### config.mk
export PLATFORM = sky130hd
export DESIGN_NAME = rw_serial_tx
export DESIGN_NICKNAME = d
export VERILOG_FILES = /design/src/rtl/rw_serial_tx.sv
export SDC_FILE = /design/constraint.sdc
export NUM_CORES = 1
export LEC_CHECK = 0
export CAP_MARGIN = 10
export CORE_ASPECT_RATIO = 1.4
export CORE_MARGIN = 8
export CORE_UTILIZATION = 45
export DETAILED_ROUTE_END_ITERATION = 7
export PLACE_DENSITY = 0.71
export SKIP_LAST_GASP = 1
export SLEW_MARGIN = 20
export SYNTH_ARGS = -nofsm -noshare
export SYNTH_HDL_FRONTEND = slang
export SYNTH_SLANG_ARGS = --single-unit
### constraint.sdc
create_clock -name Clk -period 3.76 [get_ports Clk]
set_input_delay 1.128 -clock Clk [delete_from_list [all_inputs] [get_ports Clk]]
set_output_delay 1.128 -clock Clk [all_outputs]
set_load 0.01 [all_outputs]
### src/rtl/rw_serial_tx.sv
// Serial transmitter for the read/write flow: latches a word from memory or the host buffer,
// sends start/data(LSB first)/stop on SerOut and pulses TxDone. Define RW_SERIAL_TX_PARITY_EN for an even-parity bit.
module rw_serial_tx #(
    parameter int DATA_W  = 8,
    parameter int CLK_DIV = 4
) (
    input  logic              Clk,
    input  logic              Reset,
    input  logic              SampleData,
    input  logic              TxData,
    input  logic              Mode,
    input  logic [DATA_W-1:0] MemData,
    input  logic [DATA_W-1:0] HostData,
    output logic              SerOut,
    output logic              TxDone,
    output logic              TxBusy,
    output logic              Loaded
);

    localparam int BAUD_W = $clog2(CLK_DIV);
    localparam int BIT_W  = $clog2(DATA_W + 3);
`ifdef RW_SERIAL_TX_PARITY_EN
    localparam int NBITS = DATA_W + 3;
`else
    localparam int NBITS = DATA_W + 2;
`endif
    localparam logic [BAUD_W-1:0] BAUD_LAST = BAUD_W'(CLK_DIV - 1);
    localparam logic [BIT_W-1:0]  BIT_LAST  = BIT_W'(NBITS - 1);
    localparam logic [BIT_W-1:0]  BIT_DLAST = BIT_W'(DATA_W);

    typedef enum logic [2:0] {
        S_IDLE,
        S_LOADED,
        S_SEND,
        S_DONE,
        S_RELEASE
    } state_e;

    state_e              state_q, state_d;
    logic [DATA_W-1:0]   shift_q, shift_d;
    logic [BAUD_W-1:0]   baud_q,  baud_d;
    logic [BIT_W-1:0]    bit_q,   bit_d;
    logic                ser_q,   ser_d;
    logic                done_q,  done_d;
    logic                busy_q,  busy_d;
    logic                loaded_q, loaded_d;
`ifdef RW_SERIAL_TX_PARITY_EN
    logic                parity_q, parity_d;
`endif

    logic [DATA_W-1:0] src_word;
    assign src_word = Mode ? MemData : HostData;

    // NOTE: every next-state variable gets its hold value first, so no path can infer a latch.
    always_comb begin
        state_d  = state_q;
        shift_d  = shift_q;
        baud_d   = baud_q;
        bit_d    = bit_q;
        ser_d    = ser_q;
        done_d   = 1'b0;
        busy_d   = busy_q;
        loaded_d = loaded_q;
`ifdef RW_SERIAL_TX_PARITY_EN
        parity_d = parity_q;
`endif
        unique case (state_q)
            S_IDLE: begin
                if (SampleData) begin
                    shift_d  = src_word;
                    loaded_d = 1'b1;
                    state_d  = S_LOADED;
                end
            end
            S_LOADED: begin
                if (SampleData) shift_d = src_word;
                if (TxData) begin
                    state_d  = S_SEND;
                    ser_d    = 1'b0;
                    busy_d   = 1'b1;
                    loaded_d = 1'b0;
                    baud_d   = '0;
                    bit_d    = '0;
`ifdef RW_SERIAL_TX_PARITY_EN
                    parity_d = ^shift_d;
`endif
                end
            end
            S_SEND: begin
                if (!TxData) begin
                    state_d = S_IDLE;
                    ser_d   = 1'b1;
                    busy_d  = 1'b0;
                    baud_d  = '0;
                    bit_d   = '0;
                end else if (baud_q != BAUD_LAST) begin
                    baud_d = baud_q + 1'b1;
                end else if (bit_q == BIT_LAST) begin
                    state_d = S_DONE;
                    done_d  = 1'b1;
                    busy_d  = 1'b0;
                    ser_d   = 1'b1;
                    baud_d  = '0;
                    bit_d   = '0;
                end else begin
                    // bit_q is the index just finished; pick the level of the next one
                    baud_d = '0;
                    bit_d  = bit_q + 1'b1;
                    if (bit_q < BIT_DLAST) begin
                        ser_d   = shift_q[0];
                        shift_d = shift_q >> 1;
`ifdef RW_SERIAL_TX_PARITY_EN
                    end else if (bit_q == BIT_DLAST) begin
                        ser_d = parity_q;
`endif
                    end else begin
                        ser_d = 1'b1;
                    end
                end
            end
            S_DONE:    state_d = TxData ? S_RELEASE : S_IDLE;
            S_RELEASE: if (!TxData) state_d = S_IDLE;
            default:   state_d = S_IDLE;
        endcase
    end

    // NOTE: the shift register is reset along with control state so no stale word leaks after Reset.
    always_ff @(posedge Clk or posedge Reset) begin
        if (Reset) begin
            state_q  <= S_IDLE;
            shift_q  <= '0;
            baud_q   <= '0;
            bit_q    <= '0;
            ser_q    <= 1'b1;
            done_q   <= 1'b0;
            busy_q   <= 1'b0;
            loaded_q <= 1'b0;
`ifdef RW_SERIAL_TX_PARITY_EN
            parity_q <= 1'b0;
`endif
        end else begin
            // NOTE: non-blocking so every register samples the pre-edge values.
            state_q  <= state_d;
            shift_q  <= shift_d;
            baud_q   <= baud_d;
            bit_q    <= bit_d;
            ser_q    <= ser_d;
            done_q   <= done_d;
            busy_q   <= busy_d;
            loaded_q <= loaded_d;
`ifdef RW_SERIAL_TX_PARITY_EN
            parity_q <= parity_d;
`endif
        end
    end

    assign SerOut = ser_q;
    assign TxDone = done_q;
    assign TxBusy = busy_q;
    assign Loaded = loaded_q;

endmodule

# [After elaboration in Yosys (flattened, before gate mapping)]
# Index checks and enable logic that the tools add are counted.
[classes] n_lt_le_gt_ge=1 mux=41 mul=0 shift=0 reduce_logical=11 add_sub_neg=2 div_mod_pow=0 bitwise=0 eq_ne=16
[ops] cell="8-bit two-way mux" count=6
[ops] cell="3-bit two-way mux" count=7
[ops] cell="4-bit two-way mux" count=4
[ops] cell="2-bit != test (second input constant)" count=8
[ops] cell="8-bit one-hot mux with 2 select lines" count=1
[ops] cell="3-bit one-hot mux with 5 select lines" count=1
[ops] cell="1-bit two-way mux" count=14
[ops] cell="4-bit one-hot mux with 2 select lines" count=1
[ops] cell="3-bit by 2-bit equality test with 1-bit output (second input constant)" count=2
[ops] cell="2-bit two-way mux" count=3
[ops] cell="3-bit != test (second input constant)" count=2
[ops] cell="1-bit one-hot mux with 2 select lines" count=3
[ops] cell="3-bit AND reduction" count=2
[ops] cell="6-bit AND reduction" count=1
[ops] cell="2-bit nonzero test" count=3
[ops] cell="5-bit AND reduction" count=1
[ops] cell="4-bit by 1-bit adder with 4-bit output (second input constant)" count=1
[ops] cell="4-bit equality test (second input constant)" count=1
[ops] cell="4-bit less-than comparator (second input constant)" count=1
[ops] cell="2-bit one-hot mux with 2 select lines" count=1
[ops] cell="4-bit AND reduction" count=1
[ops] cell="3-bit by 1-bit equality test with 1-bit output (second input constant)" count=1
[ops] cell="3-bit equality test (second input constant)" count=1
[ops] cell="3-bit logical NOT" count=1
[ops] cell="other kinds (4)" count=4
[word_totals] memories=0 word_cells=79 ramBits=0 latch_bits=0 out_inout_bits=4 ff_bits=21 in_bits=21 rom_bits=0

# [Logic depth before layout (Yosys ltp)]
# Gate-level depths: netlist (run 1).
[depth] ltp_word=6 ltp_mapped=6

# [Worst setup path after synthesis (run 1)]
# OpenSTA, ideal clock, no wires.
[synth_timing] path_type="input -> register" startpoint="input TxData" endpoint="register bit_q[1]" slack_ns=1.656 setup_ns=0.104 cell_stages=5 arrival_ns=2.000 path_buffers=1 cell_sequence="buf_2 -> nand2_1 -> o22a_1 -> or2_1 -> o41ai_2"
[synth_via] elab_chain_len=2 elab_cells_between_ends=5
[synth_rtl] item="start, declared" line="10" source="input logic TxData,"
[synth_rtl] item="3-bit != test (no source line) (tied with other cells)"
[synth_rtl] item="3-bit AND reduction (no source line) or 4-bit one-hot mux with 2 select lines (tied branches)"
[synth_rtl] item="end signal, assigned" line="146" source="bit_q <= bit_d;"
[synth_rtl] item="end, declared" line="42" source="logic [BIT_W-1:0] bit_q, bit_d;"
# Parallel ways exist; a longest one is shown, timed or not.
# A chain may end at the register's enable or synchronous reset.

# [Worst setup path in the final report (run 1)]
[layout_timing] startpoint="input TxData" endpoint="register state_q[0]"
[layout_via] elab_chain_len=2 elab_cells_between_ends=7
[layout_rtl] item="3-bit != test (no source line) (tied with other cells)"
[layout_rtl] item="5-bit AND reduction (no source line) or 3-bit one-hot mux with 5 select lines (tied branches)"
[layout_rtl] item="end signal, assigned" line="143" source="state_q <= state_d;"
[layout_rtl] item="end, declared" line="39" source="state_e state_q, state_d;"
# Parallel ways exist; a longest one is shown, timed or not.

==> out/qor.txt, run 1 <==
number of I/O pins: 25
Syn Inst Count: 134
period utilisation layout: 67.8%
multi-input logic area: 643 um^2
largest net degree at the start of global routing: 22
Core Rows: 22
vias in the first global route: 1062
Core Area: 2620 um^2
post-CTS resize count: 0
sw frac: 37.3%
YS warnings: 0
cell area after synthesis: 1230 um^2
worst path arrival time: 2.75 ns
Layout area overhead: 21.7%
max-slew headroom at the worst pin: 47.8%
FMAX: 0.392 GHz
Hold Startpoint: shift_q[7]$_DFFE_PP0P_
number of synthesized register bits: 21
Detail Route Antenna Nets: 0
critical path class: input pin to flop
TritonCTS clock tree: done
Post-Synth XOR/XNOR Area: 0%
CTS H-tree lvls: 1
n_diodes: 0
Synth Area in Compound Gates: 23.5%
capturing point of the worst reg2reg path: shift_q[5]$_DFFE_PP0P_
first-pass GRT wire length: 4570 um
RSZ-0062 raised after global routing: false
Filler cells: 247
Crit Path Max Fanout: 13
postcts setup bufs: 0
crit path capture type: flop
largest family of logic cells by synthesized area: compound AO/OA/AOI/OAI gates
via/cell ratio: 5.63
Pwr per Cell Area: 548 nW/um^2
Net Sw Power: 305 uW
I/O Buffers: 24
VDD IR max: 0.333 mV
static leakage: 0.000648 uW
Slew @ Worst Pin: 0.782 ns
vias after detailed routing: 1069
Total GRT Usage: 11.9%
Slowest-stage cell, CP: clkdlybuf4s50_1
largest cells by area after synthesis: dfrtp_1, nand2_1, o21ai_0
antenna violations before repair: 0
post-synthesis simple-gate area fraction: 20.4%
CTS sink count: 21
crit path buf inv count: 1
NumNets Final: 177
TritonCTS buffer count: 3
Hold WC Path Type: flop to flop
placed cell area: 1470 um^2
Initial DRC Count: 28
Final Cell Area: 1490 um^2
Sum Neg Setup Slack: 0 ns
post-route clock skew: 0.00355 ns
FF+latch area: 527 um^2
Die Height: 77.8 um
internal power: 513 uW
GRT Residual Overflow: 0
sequential power share: 46.8%
Final Wtd Congestion: 0.889
Routed WL per cell: 14.3 um
Worst-Skew Late Latency: 0.30 ns
number of hold buffers added after CTS: 0
max cap viols: 0
Final Hold Viols: 0
worst hold path cell count: 2
Worst Hold Path EP: shift_q[7]$_DFFE_PP0P_
Top delay family on crit path: simple AND/OR/NAND/NOR gates
Post-synth EDFFs: 0
count of final setup violators: 0
sequential share of the synthesized area: 43.0%
Synth Area per Inst: 9.15 um^2
combinational power share: 39.7%
Async S/R FF share, synth: 100%
clk slew on worst S/H paths: 0.12 ns
Root Buffer: clkbuf_4
Primary FF master, synth: dfrtp_1
detailed placement HPWL: 2060 um
Worst path max stage delay: 0.61 ns
share of cells above drive strength 1: 8.44%
minimum clock period: 2.55 ns
FF-to-FF path depth: 4
Adder-Cell Fraction of Synth Area: 1.02%
critical path cell sequence: clkdlybuf4s50_1, and4bb_2, and3_1, or2_1, mux2_2
DRC errors left: 0
Die Span X: 60.1 um
Yosys top cell by area: dfrtp_1
area share of the largest cell type after synthesis: 40.8%
total wire length: 2730 um
CP Launch Type: input pin
reg2reg start: state_q[1]$_DFFE_PP0P_
Initial Utilization: 46.9%
DIE AREA: 4670 um^2
Clock Tree Buf Depth: 2
total power: 817 uW
post-synthesis mux area share: 7.55%
Clock power frac: 13.5%
worst reg-to-reg setup slack: 1.92 ns
count of different cell masters after synthesis: 37
Pre-antenna DRT Iters: 7
commonest cells after routing, fill and taps aside: nand2_1, clkdlybuf4s50_1, dfrtp_1, o21ai_0
syn_nets: 156
outcome: finished clean
final max-slew violation count: 0
Critical Path RT: 3.96 ns
==> logic make-up (layout without fill, tap and decap cells) <==
family	count (synthesis)	after routing
and+or+nand+nor	49	49
AOI/OAI and AO/OA	43	43
DFF	21	21
buffers and inverters	11	31
muxes	9	9
adders and majority gates	1	1
==> cells in the mapped netlist (2+ instances only) <==
master / n
nand2_1: 24
clkbuf_1: 3
mux2_2: 2
nor2b_1: 2
nor2_1: 6
o21ai_1: 7
mux2i_1: 7
nand2b_1: 3
buf_2: 3
o21ai_2: 2
and3_1: 2
dfrtp_1: 20
a32o_1: 2
o31ai_1: 4
o211ai_1: 2
a21oi_1: 5
a22o_1: 2
and4bb_2: 2
inv_1: 3
o21ai_0: 15
or2_1: 2
==> stage by stage <==
stage / setup slack (ns) / utilization, % / std cells / hold WS (ns)
after global routing: 1.14 / 57.1 / 190 / 0.524
after global placement: 0.924 / 56.1 / 186 / 0.466
after CTS: 1.22 / 57.1 / 190 / 0.498
after floorplan: 1.66 / - / 134 / 0.446
after detailed placement: 0.893 / 56.1 / 186 / 0.472
final: 1.21 / 57.1 / 190 / 0.495
==> power by group through the flow <==
stage          registers, uW  logic (uW)  clock network (uW)
2_1_floorplan            355         269                   0
3_3_place_gp             381         322                   0
3_5_place_dp             387         329                   0
4_1_cts                  382         330                 111
5_1_grt                  394         368                 121
6_report                 383         324                 110
==> sequential cells by signal (all words and copies together), names as in the netlist <==
name,flops
shift_q,8
TxBusy,1
bit_q,4
TxDone,1
Loaded,1
state_q,3
SerOut,1
baud_q,2
==> area by class of cell <==
class | count | share of cell area, %
clock buffer | 4 | 1.76
timing repair buffer | 24 | 16.1
inverter | 3 | 0.754
multi-input combinational | 102 | 43.1
tap | 36 | 3.02
sequential | 21 | 35.3
==> worst max path at each step <==
stage	startpoint	to	slack (ns)	cells past startpoint
CTS	TxData	state_q[0]$_DFFE_PP0P_	1.22	5
global placement	TxData	state_q[0]$_DFFE_PP0P_	0.92	5
global route	TxData	state_q[0]$_DFFE_PP0P_	1.14	5
detailed placement	TxData	state_q[0]$_DFFE_PP0P_	0.89	5
finish	TxData	state_q[0]$_DFFE_PP0P_	1.21	5
floorplan	TxData	bit_q[1]$_DFFE_PP0P_	1.66	5
==> worst register-to-register path, stage by stage (launching register included) <==
cell,delay [ns]
dfrtp_1,0.59
or3b_1,0.62
o2bb2a_4,0.38
nand2_1,0.08
o21ai_1,0.06
==> per-layer routing <==
metal	routed length, um	track usage [%]	vias up	part of all wire [%]
li1	-	-	518	-
met1	1130	13.1	503	41
met2	1320	20.3	40	49
met3	244	3.63	8	9.0
met4	29	4.56	0	1.1
met5	0	0	-	0
Power figures use the tool's default switching activity.
==> inputs of run 2 (changes only) <==
==> constraint.sdc (replaced) <==
create_clock -name Clk -period 2.4 [get_ports Clk]
set_input_delay 0.72 -clock Clk [delete_from_list [all_inputs] [get_ports Clk]]
set_output_delay 0.72 -clock Clk [all_outputs]
set_load 0.01 [all_outputs]
==> run 2 against run 1 <==
  * Global-route usage rose by 0.20 points
  * Utilization is 0.86 points higher
  * Combinational power rose by 61%
  * Critical path depth is 4 lower
  * Clock power up 50%
  * Critical path type is now flop to primary output
  * Largest power group unchanged
  * Highest routed layer unchanged
==> out/qor.txt, run 2 (synthesis gave the netlist of run 1 again) <==
CP Launch Type: flop (was input pin)
static leakage: 0.000663 uW (was 0.000648 uW)
Top delay family on crit path: flip-flops (was simple AND/OR/NAND/NOR gates)
number of I/O pins: 25 (unchanged)
Placed Instances: 189 (was 186)
detailed placement HPWL: 2070 um (was 2060 um)
Top Registers: shift_q: 8 flops, bit_q: 4 flops, state_q: 3 flops (unchanged)
first-pass GRT wire length: 4610 um (was 4570 um)
CTS sink count: 21 (unchanged)
Die Span X: 60.1 um (unchanged)
n_diodes: 0 (unchanged)
critical path cell sequence: clkdlybuf4s50_1 (was clkdlybuf4s50_1, and4bb_2, and3_1, or2_1, mux2_2)
via/cell ratio: 5.36 (was 5.63)
Total GRT Usage: 12.1% (was 11.9%)
largest net degree at the start of global routing: 22 (unchanged)
critical path class: flop to primary output (was input pin to flop)
post-route clock skew: 0.00264 ns (was 0.00355 ns)
GRT Residual Overflow: 0 (unchanged)
Worst-Skew Late Latency: 0.29 ns (was 0.30 ns)
Detail Route Antenna Nets: 0 (unchanged)
vias in the first global route: 1027 (was 1062)
max-slew headroom at the worst pin: 67.0% (was 47.8%)
Worst path max stage delay: 0.55 ns (was 0.61 ns)
total wire length: 2660 um (was 2730 um)
non-filler cells, final: 193 (was 190)
post-CTS resize count: 0 (unchanged)
max cap viols: 0 (unchanged)
Clock Tree Buf Depth: 2 (unchanged)
Routed WL per cell: 13.8 um (was 14.3 um)
crit path buf inv count: 1 (unchanged)
postcts setup bufs: 0 (unchanged)
Slew @ Worst Pin: 0.495 ns (was 0.782 ns)
antenna violations before repair: 0 (unchanged)
DRC errors left: 0 (unchanged)
TritonCTS clock tree: done (unchanged)
Die Height: 77.8 um (unchanged)
count of final setup violators: 0 (unchanged)
Pre-antenna DRT Iters: 4 (was 7)
final max-slew violation count: 0 (unchanged)
Core Area: 2620 um^2 (unchanged)
clk slew on worst S/H paths: 0.11 ns (was 0.12 ns)
Critical Path RT: 1.68 ns (was 3.96 ns)
Layout area overhead: 23.6% (was 21.7%)
final worst slack: 0.312 ns (was 1.21 ns)
Most flops, register: shift_q (unchanged)
FMAX: 0.479 GHz
NumNets Final: 180 (was 177)
Root Buffer: clkbuf_4 (unchanged)
commonest cells after routing, fill and taps aside: nand2_1, clkdlybuf4s50_1, dfrtp_1, o21ai_0 (unchanged)
outcome: finished clean (unchanged)
DIE AREA: 4670 um^2 (unchanged)
Setup WS pre-CTS: 0.100 ns (was 0.893 ns)
period utilisation layout: 87.0%
Hold WC Path Type: flop to flop (unchanged)
minimum clock period: 2.09 ns
Initial Utilization: 46.9% (unchanged)
CTS H-tree lvls: 1 (unchanged)
crit path capture type: primary output (was flop)
Core Util, Final: 57.9% (was 57.1%)
number of hold buffers added after CTS: 0 (unchanged)
hold slack: 0.491 ns (was 0.495 ns)
Core Rows: 22 (unchanged)
I/O Buffers: 24 (unchanged)
Final Hold Viols: 0 (unchanged)
worst path arrival time: 1.37 ns (was 2.75 ns)
TritonCTS buffer count: 3 (unchanged)
Sum Neg Setup Slack: 0 ns (unchanged)
share of cells above drive strength 1: 10.2% (was 8.44%)
Pwr per Cell Area: 849 nW/um^2 (was 548 nW/um^2)
RSZ-0062 raised after global routing: false (unchanged)
vias after detailed routing: 1034 (was 1069)
Initial DRC Count: 37 (was 28)
max reg flops: 8 (unchanged)
Final Wtd Congestion: 0.862 (was 0.889)
Crit Path Max Fanout: 2 (was 13)
VDD IR max: 0.489 mV (was 0.333 mV)
Slowest-stage cell, CP: dfstp_2 (was clkdlybuf4s50_1)
[run 2: cell count changes in the layout (fill, tap and decap cells not counted)]
| cell | before | now |
|---|---|---|
| buf_4 | 0 | 3 |
[run 2: area by class of cell]
type	instances	area (um^2)
Tap cell	36	45.0
Sequential cell	21	527
Multi-Input combinational cell	102	643
Timing Repair Buffer	27	263
Inverter	3	11.3
Fill cell	237	1100
Clock buffer	4	26.3
[run 2: tightest hold or removal path: stages (launching register included)]
cell and delay [ns]:
dfrtp_1 0.36, nand2_1 0.06, o21ai_2 0.05
[run 2: worst paths after layout]
| path | start | end | slack [ns] | cells after the start |
|---|---|---|---|---|
| max reg2reg | state_q[1]$_DFFE_PP0P_ | shift_q[1]$_DFFE_PP0P_ | 0.58 | 4 |
| min in group asynchronous | Reset | Loaded$_DFFE_PP0P_ | 0.73 | 3 |
| max | SerOut$_DFFE_PP1P_ | SerOut | 0.31 | 1 |
| min reg2reg | shift_q[6]$_DFFE_PP0P_ | shift_q[6]$_DFFE_PP0P_ | 0.49 | 2 |
| max in group asynchronous | Reset | SerOut$_DFFE_PP1P_ | 1.39 | 3 |
| min | shift_q[6]$_DFFE_PP0P_ | shift_q[6]$_DFFE_PP0P_ | 0.49 | 2 |
[run 2: metal layers]
metal	GRT usage [%]	vias up	wire [um]
met2	20.2	29	1320
met3	4.13	2	222
met5	0	-	0
li1	-	527	-
met1	13.5	476	1100
met4	4.56	0	12
[run 2: per-stage QoR]
stage	total power (uW)	cell area, um^2
floorplan	978	1230
global placement	1110	1490
detailed placement	1130	1490
CTS	1300	1520
global route	1390	1520
finish	1290	1520
[run 2: where the power goes]
part	total, uW	internal [uW]	switching [uW]
sequential	598	479	119
combinational	523	266	257
clock	165	64.7	100
